[src/rtl/n1_demux_pkg.sv]
// Shared definitions for the TDM receive demultiplexer.
// Holds the FSM state encoding and the slot-index width helper.
package n1_demux_pkg;

  localparam logic [0:0] ST_IDLE = 1'b0;
  localparam logic [0:0] ST_FILL = 1'b1;

  // Slot index width; never below 1 so a 2-slot build still has a real counter bit.
  function automatic int unsigned sel_w(input int unsigned n_slots);
    return (n_slots <= 2) ? 1 : $clog2(n_slots);
  endfunction

endpackage

[src/rtl/n1_demux_tdm_if.sv]
// Serial-in / frame-out bundle of the TDM demultiplexer.
// The slave modport is the demux side; the master modport is the link/consumer side.
interface n1_demux_tdm_if
  import n1_demux_pkg::*;
#(
  parameter int unsigned n     = 16,
  parameter int unsigned SEL_W = sel_w(n)
);

  logic             din;
  logic             din_valid;
  logic             sof;
  logic [n-1:0]     y;
  logic             y_valid;
  logic             y_ready;
  logic [SEL_W-1:0] slot;
  logic             frame_err;
  logic             overrun;

  modport master (
    output din,
    output din_valid,
    output sof,
    output y_ready,
    input  y,
    input  y_valid,
    input  slot,
    input  frame_err,
    input  overrun
  );

  modport slave (
    input  din,
    input  din_valid,
    input  sof,
    input  y_ready,
    output y,
    output y_valid,
    output slot,
    output frame_err,
    output overrun
  );

endinterface

[src/rtl/tdm_slot_cnt.sv]
// Slot position counter: clears on frame done, loads 1 on start of frame,
// advances on each accepted mid-frame bit, and flags the final slot.
module tdm_slot_cnt #(
  parameter int unsigned N     = 16,
  parameter int unsigned SEL_W = 4
) (
  input  logic             clk,
  input  logic             rst,
  input  logic             i_clr,
  input  logic             i_load,
  input  logic             i_inc,
  output logic [SEL_W-1:0] o_slot,
  output logic             o_last_c
);

  logic [SEL_W-1:0] r_slot;

  // Clear wins over load, load over increment; the caller never increments past N-1.
  always_ff @(posedge clk) begin
    if (rst || i_clr) begin
      r_slot <= '0;
    end else if (i_load) begin
      r_slot <= SEL_W'(1);
    end else if (i_inc) begin
      r_slot <= r_slot + SEL_W'(1);
    end
  end

  assign o_slot   = r_slot;
  assign o_last_c = (r_slot == SEL_W'(N - 1));

endmodule

[src/rtl/n1_demux_tdm.sv]
// Receive end of a slot-ordered N:1 TDM link: collects one bit per accepted
// cycle into a shadow word and publishes the full frame on a valid/ready output.
module n1_demux_tdm
  import n1_demux_pkg::*;
#(
  parameter int unsigned n     = 16,
  parameter int unsigned SEL_W = sel_w(n)
) (
  input logic           clk,
  input logic           rst,
  n1_demux_tdm_if.slave bus
);

  // The last slot bit goes straight into y, so the shadow only holds slots 0..n-2.
  localparam int unsigned SH_W = n - 1;

  logic [0:0]       r_state;
  logic [0:0]       w_state_nxt;
  logic [SH_W-1:0]  r_shadow;
  logic [SH_W-1:0]  w_shadow_nxt;
  logic [SH_W-1:0]  w_wr_en;
  logic [n-1:0]     r_y;
  logic [n-1:0]     w_y_nxt;
  logic             r_y_valid;
  logic             w_y_valid_nxt;
  logic             r_frame_err;
  logic             w_frame_err_nxt;
  logic             r_overrun;
  logic             w_overrun_nxt;

  logic             w_start;
  logic             w_inc;
  logic             w_done;
  logic             w_in_fill;
  logic [SEL_W-1:0] w_slot;
  logic             w_last;

  assign w_in_fill = (r_state == ST_FILL);
  assign w_start   = bus.din_valid & bus.sof;
  assign w_inc     = bus.din_valid & ~bus.sof & w_in_fill & ~w_last;
  assign w_done    = bus.din_valid & ~bus.sof & w_in_fill & w_last;

  tdm_slot_cnt #(
    .N     (n),
    .SEL_W (SEL_W)
  ) u_slot_cnt (
    .clk      (clk),
    .rst      (rst),
    .i_clr    (w_done),
    .i_load   (w_start),
    .i_inc    (w_inc),
    .o_slot   (w_slot),
    .o_last_c (w_last)
  );

  // One-hot shadow write enable from the current slot index.
  always_comb begin
    w_wr_en = '0;
    for (int unsigned k = 0; k < SH_W; k++) begin
      w_wr_en[k] = (w_slot == SEL_W'(k));
    end
  end

  always_comb begin
    w_state_nxt     = r_state;
    w_shadow_nxt    = r_shadow;
    w_y_nxt         = r_y;
    w_y_valid_nxt   = r_y_valid;
    w_frame_err_nxt = 1'b0;
    w_overrun_nxt   = 1'b0;

    if (r_y_valid && bus.y_ready) begin
      w_y_valid_nxt = 1'b0;
    end

    case (r_state)
      ST_IDLE: begin
        if (w_start) begin
          w_shadow_nxt    = '0;
          w_shadow_nxt[0] = bus.din;
          w_state_nxt     = ST_FILL;
        end
      end
      ST_FILL: begin
        if (w_start) begin
          // Resync: drop the partial frame and restart at slot 0 with this bit.
          w_frame_err_nxt = 1'b1;
          w_shadow_nxt    = '0;
          w_shadow_nxt[0] = bus.din;
        end else if (w_done) begin
          w_y_nxt       = {bus.din, r_shadow};
          w_y_valid_nxt = 1'b1;
          w_overrun_nxt = r_y_valid & ~bus.y_ready;
          w_state_nxt   = ST_IDLE;
        end else if (w_inc) begin
          w_shadow_nxt = (r_shadow & ~w_wr_en) | (w_wr_en & {SH_W{bus.din}});
        end
      end
      default: begin
        w_state_nxt = ST_IDLE;
      end
    endcase
  end

  always_ff @(posedge clk) begin
    if (rst) begin
      r_state     <= ST_IDLE;
      r_shadow    <= '0;
      r_y         <= '0;
      r_y_valid   <= 1'b0;
      r_frame_err <= 1'b0;
      r_overrun   <= 1'b0;
    end else begin
      r_state     <= w_state_nxt;
      r_shadow    <= w_shadow_nxt;
      r_y         <= w_y_nxt;
      r_y_valid   <= w_y_valid_nxt;
      r_frame_err <= w_frame_err_nxt;
      r_overrun   <= w_overrun_nxt;
    end
  end

  assign bus.y         = r_y;
  assign bus.y_valid   = r_y_valid;
  assign bus.slot      = w_slot;
  assign bus.frame_err = r_frame_err;
  assign bus.overrun   = r_overrun;

endmodule

[src/flat_wrapper.sv]
// flat-port wrapper written by rule: the top's interface ports become plain ports
module n1_demux_tdm_flat import n1_demux_pkg::*;
#(
  parameter int unsigned n     = 16,
  parameter int unsigned SEL_W = sel_w(n)
)
  (clk, rst, bus_din, bus_din_valid, bus_sof, bus_y_ready, bus_y, bus_y_valid, bus_slot, bus_frame_err, bus_overrun);
  n1_demux_tdm_if #(.n(n), .SEL_W(SEL_W)) bus_i ();
  input logic clk;
  input logic rst;
  input wire logic [$bits(bus_i.din)-1:0] bus_din;
  input wire logic [$bits(bus_i.din_valid)-1:0] bus_din_valid;
  input wire logic [$bits(bus_i.sof)-1:0] bus_sof;
  input wire logic [$bits(bus_i.y_ready)-1:0] bus_y_ready;
  output wire logic [$bits(bus_i.y)-1:0] bus_y;
  output wire logic [$bits(bus_i.y_valid)-1:0] bus_y_valid;
  output wire logic [$bits(bus_i.slot)-1:0] bus_slot;
  output wire logic [$bits(bus_i.frame_err)-1:0] bus_frame_err;
  output wire logic [$bits(bus_i.overrun)-1:0] bus_overrun;
  assign bus_i.din = bus_din;
  assign bus_i.din_valid = bus_din_valid;
  assign bus_i.sof = bus_sof;
  assign bus_i.y_ready = bus_y_ready;
  assign bus_y = bus_i.y;
  assign bus_y_valid = bus_i.y_valid;
  assign bus_slot = bus_i.slot;
  assign bus_frame_err = bus_i.frame_err;
  assign bus_overrun = bus_i.overrun;
  n1_demux_tdm #(.n(n), .SEL_W(SEL_W)) u_core (.clk(clk), .rst(rst), .bus(bus_i));
endmodule
[config.mk]
export PLATFORM = sky130hd
export DESIGN_NAME = n1_demux_tdm_flat
export DESIGN_NICKNAME = d
export VERILOG_FILES = /design/src/rtl/n1_demux_pkg.sv /design/src/rtl/n1_demux_tdm_if.sv /design/src/rtl/tdm_slot_cnt.sv /design/src/rtl/n1_demux_tdm.sv /design/src/flat_wrapper.sv
export SDC_FILE = /design/constraint.sdc
export NUM_CORES = 1
export LEC_CHECK = 0
export ABC_AREA = 1
export BUFFER_PORTS_ARGS = -buffer_cell sky130_fd_sc_hd__clkbuf_2
export CAP_MARGIN = 40
export CORE_MARGIN = 5
export CORE_UTILIZATION = 55
export DETAILED_ROUTE_END_ITERATION = 12
export PLACE_DENSITY_LB_ADDON = 0.1
export SYNTH_ARGS = -nofsm -noshare
export SYNTH_HDL_FRONTEND = slang
export SYNTH_SLANG_ARGS = --single-unit
[constraint.sdc]
create_clock -name clk -period 3.1 [get_ports clk]
set_clock_uncertainty 0.2 [all_clocks]
set_input_delay 0.31 -clock clk [delete_from_list [all_inputs] [get_ports clk]]
set_output_delay 0.31 -clock clk [all_outputs]
set_load 0.01 [all_outputs]
==> out/qor.yml <==
status: "finished clean"
place_area_mm2: 0.00205
vias: 1833
cp-end-kind: "flip-flop"
h-tree-depth: 2
wl_mm: 4.31
drc_errors: 0
clkTransAtPathRegs_ps: 110
min_path_type: "in -> reg"
tritoncts: "done"
fmax_mhz: 430
post-dp-hpwl_mm: 2.90
chipHeight_um: 69.5
max_slew_margin_pct: 53.2
dieArea_mm2: 0.00484
final_util_pct: 62.0
p_leak_nw: 0.930
syn_nets: 291
fin_crit_ps: 2330
nets: 308
synth_common_cells: "62 x nand3_1, 59 x nand2_1, 39 x dfxtp_1, 31 x a21oi_1, 22 x inv_1"
clockRootBuffer: "clkbuf_4"
wl_per_cell_um: 12.5
io_pins: 29
antenna_left: 0
firstDrtPassIters: 4
crit_type: "reg -> reg"
path_max_fanout: 20
synth_ff_type: "dfxtp_1"
area_delta_synth_final_pct: 7.83
yosysSeqAreaShare_pct: 40.1
grt_antenna_before_repair: 0
switching_share_pct: 27.5
yosysWarnings: 0
synthCells: 281
rrSetupSlack_ps: 770
grt.total_usage_pct: 19.1
gp_congestion: 0.844
yosys-top-cells-area: "dfxtp_1 40%, nand3_1 16%, nand2_1 11%"
async_flop_share_pct: 0
grt_max_degree: 23
drt-initial-drc-count: 101
grt_pass1_vias: 1691
yosys_register_bits: 39
p_int_mw: 0.635
p_clk_share_pct: 28.9
yosysTopAreaCell: "dfxtp_1"
vdd_ir_drop_max_v: 0.000238
postCtsHoldBufs: 0
worstRegToRegCells: 6
cp.required_ps: 3140
avgSynthCellArea_um2: 6.94
rsz0062_at_grt: "false"
yosysMostFrequentCell: "nand3_1"
cap_viol_max_count: 0
cp.arrival_ps: 2360
netlist_area_mm2: 0.00195
crit_start: "u_core.u_slot_cnt.o_slot[1]"
start_util_pct: 57.5
startpoint_type: "flip-flop"
switching_power_mw: 0.241
hold_start: "bus_y_ready"
r2r-start: "u_core.u_slot_cnt.o_slot[1]"
final_cell_area_mm2: 0.00210
globalRouteOverflowTotal: 0
post_cts_resized: 0
fin_setup_tns_ps: 0
p_per_area_mw_per_mm2: 417
antenna_cells: 0
ys_types: 24
hold_depth: 4
power_frac_comb_pct: 10.8
grt_pass1_wl_mm: 7.71
port_buffers: 28
p_total_mw: 0.876
setup_violations: 0
clk_latency_ps: 340
postCtsSetupBuffers: 0
clock_path_buffers: 2
rows: 21
tightest_slew_ps: 700
fillCellCount: 330
final.period_utilization_pct: 75.1
clock-sinks: 39
via_per_inst: 5.31
p_seq_share_pct: 60.4
core_mm2: 0.00339
drive_gt1_share_pct: 17.4
synth_edf_count: 0
synth_top_cell_area_share_pct: 40.1
finalMaxSlewViolations: 0
fp.dieW_um: 69.5
hold_viol: 0
numCtsBuffers: 5
[state kept, by name (all words and copies together), names as in the netlist, named ones only]
name and flops:
u_core.bus.overrun 1, u_core.u_slot_cnt.o_slot 4, u_core.r_shadow 14, u_core.r_state 1, u_core.bus.y 16, u_core.bus.y_valid 1
u_core.bus.frame_err 1
[area by class of cell]
class,instances,area (µm²),area share (%)
sequential,39,781,37.1
multi-input combinational,192,942,44.8
timing repair buffer,30,155,7.38
clock buffer,6,41.3,1.96
clock inverter,2,12.5,0.595
inverter,30,113,5.36
tap,46,57.6,2.74
[power by group through the flow]
| stage | sequential (mW) | combinational (mW) | clock (mW) |
|---|---|---|---|
| 5_1_grt | 0.531 | 0.109 | 0.289 |
| 6_report | 0.529 | 0.0943 | 0.253 |
| 3_3_place_gp | 0.539 | 0.0923 | 0 |
| 2_1_floorplan | 0.538 | 0.0784 | 0 |
| 3_5_place_dp | 0.540 | 0.0935 | 0 |
| 4_1_cts | 0.529 | 0.0941 | 0.260 |
[cell usage in the layout, fill, tap and decap left out, types with 2 or more instances in the layout]
master	instances
nand2_1	59
nand3_1	62
inv_2	7
nand4_1	4
o21ai_1	6
clkbuf_4	5
ha_1	4
a21oi_1	31
dfxtp_1	39
clkbuf_2	28
buf_4	2
nor3_1	2
inv_1	22
nand2_2	4
nor2_1	14
[logic make-up (layout without fill, tap and decap cells)]
family | after synthesis | count (layout) | synth area share (%)
flip-flops | 39 | 39 | 40.1
AND/OR/NAND/NOR | 149 | 149 | 35.5
AO/OA/AOI/OAI | 39 | 39 | 10.3
adder cells (fa/ha/maj) | 4 | 4 | 2.57
buffers and inverters | 50 | 68 | 11.6
[critical path, cell delays in order, from the launching register on]
cell     delay (ps)
dfxtp_1         470
ha_1            370
nand3_2         130
inv_2           240
nand2_1         490
nand3_1         250
a21oi_1          60
[per-stage QoR]
step | cells | hold slack (ps) | setup WS, ps
2_1_floorplan | 281 | 252 | 1440
3_3_place_gp | 337 | 249 | 895
3_5_place_dp | 337 | 251 | 812
4_1_cts | 345 | 10.7 | 788
5_1_grt | 345 | 20.6 | 622
6_report | 345 | 10.9 | 772
[per-layer routing]
layer  part of all wire, %  GRT usage (%)  vias up
met4                   1.8           7.81        0
met3                   6.0           4.06        9
met5                     0              0        -
li1                      -              -      949
met1                    45           24.1      831
met2                    47           31.4       44
[path summary, 6_finish.rpt]
kind / to
worst max-delay path: u_core.u_slot_cnt.o_slot[1]
worst min-delay path: u_core.bus.overrun
worst max register to register: u_core.u_slot_cnt.o_slot[1]
worst min register to register: u_core.bus.y[10]
(Power assumes the default switching activity.)
